--- src/rtl/mult_acc_pkg.sv ---
// mult_acc_pkg -- shared definitions for the mult_acc accumulation stage.
//
// Contents:
//   PROD_W     width of the signed product arriving from the multiplier top (32)
//   ACC_W_DEF  default accumulator / result width (40, must be >= 33)
//   LEN_W_DEF  default width of the term-count field (8)
//   state_t    controller states: IDLE, ACCUM, HOLD
package mult_acc_pkg;

  localparam int PROD_W    = 32;
  localparam int ACC_W_DEF = 40;
  localparam int LEN_W_DEF = 8;

  typedef enum logic [1:0] {
    IDLE  = 2'd0,
    ACCUM = 2'd1,
    HOLD  = 2'd2
  } state_t;

endpackage

--- src/rtl/mult_acc_add.sv ---
// mult_acc_add -- sign-extending ACC_W-bit accumulate adder.
//
// Build option: MAC_SAT_EN
//   defined   : the sum clamps to the signed ACC_W range and 'sat' flags it
//   undefined : the sum wraps modulo 2^ACC_W and the 'sat' port is absent
//
// Ports:
//   acc   in   ACC_W   signed running sum
//   prod  in   PROD_W  signed product, sign-extended to ACC_W before the add
//   sum   out  ACC_W   signed acc + prod
//   sat   out  1       the add clamped this cycle (MAC_SAT_EN only)
module mult_acc_add
  import mult_acc_pkg::*;
#(
  parameter int ACC_W = ACC_W_DEF
) (
  input  logic signed [ACC_W-1:0]  acc,
  input  logic signed [PROD_W-1:0] prod,
  output logic signed [ACC_W-1:0]  sum
`ifdef MAC_SAT_EN
  ,
  output logic                     sat
`endif
);

  logic signed [ACC_W-1:0] prod_ext;

  assign prod_ext = {{(ACC_W-PROD_W){prod[PROD_W-1]}}, prod};

`ifdef MAC_SAT_EN
  // Returns {clamped, value}. One guard bit is enough to detect overflow of a
  // two-operand add: the guard bit and the result MSB disagree exactly when
  // the true sum falls outside the ACC_W range, and the guard bit gives the sign.
  function automatic logic [ACC_W:0] sat_add(input logic signed [ACC_W-1:0] a,
                                             input logic signed [ACC_W-1:0] b);
    logic signed [ACC_W:0]   wide;
    logic signed [ACC_W-1:0] value;
    logic                    clamped;
    wide    = {a[ACC_W-1], a} + {b[ACC_W-1], b};
    clamped = wide[ACC_W] ^ wide[ACC_W-1];
    if (!clamped)
      value = wide[ACC_W-1:0];
    else if (wide[ACC_W])
      value = {1'b1, {(ACC_W-1){1'b0}}};
    else
      value = {1'b0, {(ACC_W-1){1'b1}}};
    return {clamped, value};
  endfunction

  logic [ACC_W:0] add_res;

  assign add_res = sat_add(acc, prod_ext);
  assign sum     = add_res[ACC_W-1:0];
  assign sat     = add_res[ACC_W];
`else
  assign sum = acc + prod_ext;
`endif

endmodule

--- src/rtl/mult_acc.sv ---
// mult_acc -- accumulates a programmed number of signed 32-bit products from
// the approximate Booth multiplier into an ACC_W-bit dot-product result.
//
// Build option: MAC_SAT_EN (saturating adds and sticky ovf flag; otherwise
// adds wrap and ovf is constant 0).
//
// Ports:
//   clk        in   1      rising-edge clock
//   rst_n      in   1      asynchronous active-low reset
//   start      in   1      begin a run (honoured only while idle)
//   len        in   LEN_W  number of products in the run, sampled with start
//   p_valid    in   1      p_in carries a product
//   p_in       in   32     signed product
//   p_ready    out  1      product accepted this cycle when p_valid is high
//   acc_out    out  ACC_W  signed result, held until the next accepted start
//   acc_valid  out  1      acc_out holds a completed result
//   acc_ready  in   1      downstream takes the result
//   busy       out  1      a run is in progress or its result is pending
//   ovf        out  1      sticky saturation flag for the current/last run
module mult_acc
  import mult_acc_pkg::*;
#(
  parameter int ACC_W = ACC_W_DEF,
  parameter int LEN_W = LEN_W_DEF
) (
  input  logic                     clk,
  input  logic                     rst_n,
  input  logic                     start,
  input  logic [LEN_W-1:0]         len,
  input  logic                     p_valid,
  input  logic signed [PROD_W-1:0] p_in,
  output logic                     p_ready,
  output logic signed [ACC_W-1:0]  acc_out,
  output logic                     acc_valid,
  input  logic                     acc_ready,
  output logic                     busy,
  output logic                     ovf
);

  state_t                  state;
  logic [LEN_W-1:0]        count;
  logic signed [ACC_W-1:0] acc;
  logic signed [ACC_W-1:0] sum;
  logic                    accept;
  logic                    run_start;

  assign p_ready   = (state == ACCUM);
  assign acc_valid = (state == HOLD);
  assign busy      = (state != IDLE);
  assign acc_out   = acc;
  assign accept    = p_valid && p_ready;
  assign run_start = (state == IDLE) && start;

`ifdef MAC_SAT_EN
  logic sat;

  mult_acc_add #(.ACC_W(ACC_W)) u_add (
    .acc  (acc),
    .prod (p_in),
    .sum  (sum),
    .sat  (sat)
  );
`else
  mult_acc_add #(.ACC_W(ACC_W)) u_add (
    .acc  (acc),
    .prod (p_in),
    .sum  (sum)
  );
`endif

  // Controller, term counter and accumulator register
  always_ff @(posedge clk or negedge rst_n) begin
    if (!rst_n) begin
      state <= IDLE;
      count <= '0;
      acc   <= '0;
    end else begin
      case (state)
        IDLE: begin
          if (start) begin
            acc <= '0;
            // A zero-length run goes straight to presenting a zero result.
            if (len != '0) begin
              count <= len;
              state <= ACCUM;
            end else begin
              state <= HOLD;
            end
          end
        end
        ACCUM: begin
          if (accept) begin
            acc   <= sum;
            count <= count - LEN_W'(1);
            if (count == LEN_W'(1))
              state <= HOLD;
          end
        end
        HOLD: begin
          if (acc_ready)
            state <= IDLE;
        end
        default: state <= IDLE;
      endcase
    end
  end

`ifdef MAC_SAT_EN
  logic ovf_q;

  // Sticky over the whole run; cleared only by the next accepted start.
  always_ff @(posedge clk or negedge rst_n) begin
    if (!rst_n)
      ovf_q <= 1'b0;
    else if (run_start)
      ovf_q <= 1'b0;
    else if (accept && sat)
      ovf_q <= 1'b1;
  end

  assign ovf = ovf_q;
`else
  assign ovf = 1'b0;
`endif

endmodule

--- config.mk ---
export PLATFORM = sky130hd
export DESIGN_NAME = mult_acc
export DESIGN_NICKNAME = d
export VERILOG_FILES = /design/src/rtl/mult_acc_pkg.sv /design/src/rtl/mult_acc_add.sv /design/src/rtl/mult_acc.sv
export SDC_FILE = /design/constraint.sdc
export NUM_CORES = 1
export LEC_CHECK = 0
export BUFFER_PORTS_ARGS = -buffer_cell sky130_fd_sc_hd__buf_2
export CORE_MARGIN = 4
export CORE_UTILIZATION = 55
export CTS_BUF_LIST = sky130_fd_sc_hd__clkbuf_8
export DETAILED_ROUTE_END_ITERATION = 8
export HOLD_SLACK_MARGIN = 0.02
export PLACE_DENSITY = 0.8
export SETUP_SLACK_MARGIN = 0.4
export SKIP_LAST_GASP = 1
export SYNTH_ARGS = -nofsm -noshare
export SYNTH_HDL_FRONTEND = slang
export SYNTH_SLANG_ARGS = --single-unit
--- constraint.sdc ---
create_clock -name clk -period 8.5 [get_ports clk]
set_input_delay 1.7 -clock clk [delete_from_list [all_inputs] [get_ports clk]]
set_output_delay 1.7 -clock clk [all_outputs]
set_load 0.03 [all_outputs]
# ---- After elaboration in Yosys (flattened, before gate mapping)
# Cells that the tools add are included.
dict set report word_totals {
  register_bits 50
  input_bits 45
  output_inout_bits 44
  elab_cells 34
}
dict set report classes {
  n_addsub 2
  n_eq_ne 8
  n_mux 13
  reduce_logical 8
}
# cell count
set op_table {}
lappend op_table {{$mux 40} 2}
lappend op_table {{$pmux 40 s2} 1}
lappend op_table {{$add 40x32->40} 1}
lappend op_table {{$mux 8} 3}
lappend op_table {{$pmux 8 s2} 1}
lappend op_table {{$mux 2} 5}
lappend op_table {{$eq 8x1->1 const B} 1}
lappend op_table {{$ne 2x1->1 const B} 4}
lappend op_table {{$reduce_and 4->1} 2}
lappend op_table {{$reduce_bool 8->1} 1}
lappend op_table {{$sub 8x1->8 const B} 1}
lappend op_table {{$pmux 2 s3} 1}
lappend op_table {{$reduce_bool 2->1} 2}
lappend op_table {{$reduce_and 3->1} 1}
lappend op_table {{$eq 2x1->1 const B} 1}
lappend op_table {{$eq 2x2->1 const B} 1}
lappend op_table {{$logic_not 2->1} 1}
lappend op_table {{$ne 2x2->1 const B} 1}
lappend op_table {{$logic_and 1x1->1} 1}

# ---- Depth between registers and ports, before layout
dict set report depth {
  ltp_word 4
  mapped_depth 11
  mapped_depth_nobuf 11
}

# ---- Hierarchy
# From an unflattened synthesis, not the netlist that was laid out.
dict set report unflattened {
  cells_unflattened 456
  hier_area_um2 4197.8
}
# mod instances cells_each area_per_inst_um2
set modules_own_cells {}
lappend modules_own_cells {mult_acc 1 171 2113.3}
lappend modules_own_cells {mult_acc_add 1 285 2084.5}

# ---- Least setup slack after synthesis
# No wires, ideal clock.
dict set report synth_timing {
  path_type {input to register}
  from {input p_in[0]}
  to {register acc[36], in the netlist acc_out[36]}
  arrival_ns 3.976
  slack_ns 4.393
  stages 11
  path_buffers 0
  path_cell_list {ha_1 > fa_1 > a21oi_1 > o211ai_1 > a21oi_2 > o21ai_2 > a221oi_2 > o31a_2 > o221ai_2 > o21ai_1 > or3b_1}
}
dict set report synth_via {
  elab_chain_len 3
}
# element line
set synth_lines {}
lappend synth_lines {{start: declaration} mult_acc.sv:31} ;# input logic signed [PROD_W-1:0] p_in,
lappend synth_lines {{$add 40x32->40} mult_acc_add.sv:56} ;# assign sum = acc + prod_ext;
lappend synth_lines {{$mux 40} mult_acc.sv:92} ;# if (accept) begin
lappend synth_lines {{$pmux 40 s2} mult_acc.sv:78} ;# case (state)
lappend synth_lines {{end signal: assignment} mult_acc.sv:93} ;# acc <= sum;
lappend synth_lines {{end: declaration} mult_acc.sv:42} ;# logic signed [ACC_W-1:0] acc;
# Every way passes these cells. The select of a mux whose other input is x is not followed.
# A chain may end at the register's enable or synchronous reset.

# ---- Worst setup path after layout
# Ends and elaborated chain as after synthesis.

==> results.toml <==
[logic_synthesis]
async_flop_share = 1.00
synth_cell_type_count = 61
netlist_area_sq_um = 4220
synth_cells = 512
synth-seq-area-share = 0.296
ys_warn_count = 0
ys_seq_elements = 50
synth.top_cells.by_area = "dfrtp_1 (30%), ha_1 (12%), o21ai_0 (7.8%)"
syn_avg_cell_area_sq_um = 8.25
synth_area_leader_cell = "dfrtp_1"
synth_edf_count = 0
synthFlopType = "dfrtp_1"
synth_fp_nets = 599
synth.top_cell.area_share = 0.296

[route]
vias_per_cell = 5.85
first_pass_iters = 5
first_iter_violations = 170
wl_um = 10300
wl_per_cell_um = 15.0
post-route-drc-count = 0
vias = 4022
antenna_left = 0

[setup_path]
cp.required_ns = 8.69
worst_path_max_delay_cell = "fa_1"
slowest_delay_ns = 0.41
cp_max_fo = 3
cp_top_family = "compound AO/OA/AOI/OAI gates"
cp-end-kind = "register"
path_class = "input port to register"
crit_arrival_ns = 4.38
crit_chain = "buf_2, ha_1, fa_1, a21oi_1, o211ai_1, a21oi_2, o21ai_2, a221oi_2, o31a_2, o221ai_2, o21ai_1, or3b_1"
rrSetupSlack_ns = 5.39
cp_num_buf_inv = 1
start_kind = "input port"

[timing]
fmax_ghz = 0.238
tightest_slew_ns = 0.944
rsz0062_at_grt = "false"
final.period_utilization = 0.493
max_slew_margin = 0.366
period_minus_slack_ns = 4.19
fin_skew_ns = 0.00749
fin_ws_ns = 4.31
slew_viol_final = 0
final.setup.tns_ns = 0
hold_violations = 0
setup_viol = 0

[die]
coreArea_sq_um = 7370
rows = 31
initial_core_util = 0.573
io_pins = 89
chipHeight_um = 95.6
die_area_sq_um = 9150
dieWidth_um = 95.6

[place]
dpl.hpwl_um = 7950
pre_cts_slack_ns = 3.99
place_congestion = 0.914
port_buffers = 87

[clock_tree]
clk_path_buf_depth = 2
numCtsBuffers = 5
ctsResizeCount = 0
clock_latency_ns = 0.31
cts_max_level = 2
cts_root_buf = "clkbuf_8"
cts_sinks = 50
postCtsSetupRepairBufs = 0
clk_pin_slew_ns = 0.09
cts_tree = "built"
holdBufCountCts = 0

[finish]
finish.utilization = 0.652
drive_above_1_share = 0.199
nets = 674
diodes = 0
syn_to_final_growth_pct = 13.7

[power]
max-vdd-ir-drop_mv = 0.165
power.leakage_nw = 2.30
cellPowerDensity_nw_per_um2 = 419

[worst_hold_path]
hold_class = "register to register"

[global_routing]
grt_max_degree = 51
grt_overflow = 0
grt.total_usage = 0.236
antenna_found_initial = 0
grt_pass1_vias = 3845
grt_first_pass_wirelength_um = 17400

[job]
max_cap_violations = 0

[outcome]
outcome = "completed"
flip-flops by register name (all words and copies together) (netlist names):
| register | flops |
|---|---|
| state | 2 |
| count | 8 |
| acc_out | 40 |
final cells by class:
| cell class | instances | area, sq um |
|---|---|---|
| Clock buffer | 6 | 82.6 |
| Tap cell | 99 | 124 |
| Multi-Input combinational cell | 423 | 2820 |
| Fill cell | 665 | 2570 |
| Sequential cell | 50 | 1250 |
| Timing Repair Buffer | 90 | 458 |
| Inverter | 17 | 63.8 |
| Clock inverter | 2 | 8.76 |
cells in the final DEF (no fill, tap or decap), types with 2 or more instances in the layout:
cell      synthesis  final
and2_1            2      2
a21oi_1          50     50
nand2_1          64     64
o21bai_1          7      7
nand3_1           7      7
ha_1             41     41
nor2b_1           3      3
o22ai_1           2      2
and3_1            2      2
o221ai_2          2      2
o21ai_1           2      2
or2_2             3      3
o31ai_1           3      3
a211o_1           2      2
a21o_1           25     25
a21oi_2           2      2
a41oi_1           2      2
xor2_1           13     13
nor3b_1           2      2
a22oi_1           3      3
nor2_1           24     24
a22o_1            4      4
xnor2_1          23     23
nor4_1            7      7
a211oi_1          4      4
o21ai_0          66     66
nand4_1           9      9
inv_1            17     18
nor3_1           13     13
o211ai_1          4      4
buf_2             0     87
buf_4             1      3
clkbuf_8          0      6
dfrtp_1          50     50
a31oi_1           2      2
a21boi_0          2      2
nand2b_1          5      5
routing by layer:
layer / wire [um] / up-vias / track usage
met5: 0 / - / 0
met4: 205 / 0 / 0.0723
met3: 642 / 21 / 0.0331
met2: 4830 / 146 / 0.384
met1: 4660 / 1842 / 0.325
li1: - / 2013 / -
cell families after synthesis:
logic type,synth area share
adders and majority gates,0.126
buffers and inverters,0.0373
and+or+nand+nor,0.161
xor gates and xnor gates,0.0746
other,0.000888
AOI/OAI and AO/OA,0.304
DFF,0.296
stage by stage:
step | instance area (sq um) | power (mW) | std cells | hold WS (ns)
after floorplan | 4220 | 1.54 | 512 | 0.471
after global placement | 4710 | 1.84 | 679 | 0.487
after detailed placement | 4710 | 1.86 | 679 | 0.498
after CTS | 4800 | 2.02 | 687 | 0.520
after global routing | 4800 | 2.21 | 687 | 0.550
final | 4800 | 2.01 | 687 | 0.512
power breakdown:
group	internal, mW	leakage [nW]	switching, mW
logic	0.536	1.64	0.876
clock network	0.0648	0.0524	0.0818
registers	0.356	0.609	0.0983
total	0.958	2.30	1.06
tightest hold or removal path: cells and delay by family (launching register included):
kind	cells	cell delay (ns)
and+or+nand+nor	1	0.05
DFF	1	0.37
AOI/OAI and AO/OA	1	0.06
worst paths after layout:
check	from	end	cells past startpoint
min in group asynchronous	rst_n	acc_out[10]$_DFFE_PN0P_	2
worst min register to register	acc_out[25]$_DFFE_PN0P_	acc_out[25]$_DFFE_PN0P_	2
worst max register to register	acc_out[0]$_DFFE_PN0P_	acc_out[36]$_DFFE_PN0P_	11
worst max-delay path	p_in[0]	acc_out[36]$_DFFE_PN0P_	12
max in group asynchronous	rst_n	acc_out[36]$_DFFE_PN0P_	2
worst min-delay path	acc_out[25]$_DFFE_PN0P_	acc_out[25]$_DFFE_PN0P_	2
synthesized netlist by cell type (4+ instances only):
cell type	number
a211oi_1	4
xor2_1	13
inv_1	17
xnor2_1	23
nor2_1	24
nand2_1	64
o21bai_1	7
nand2b_1	5
nand3_1	7
ha_1	41
o21ai_0	66
clkbuf_1	19
dfrtp_1	50
a22o_1	4
nor4_1	7
nor3_1	13
a21oi_1	50
o211ai_1	4
nand4_1	9
a21o_1	25
No activity file was read; power rests on OpenSTA's default activity.
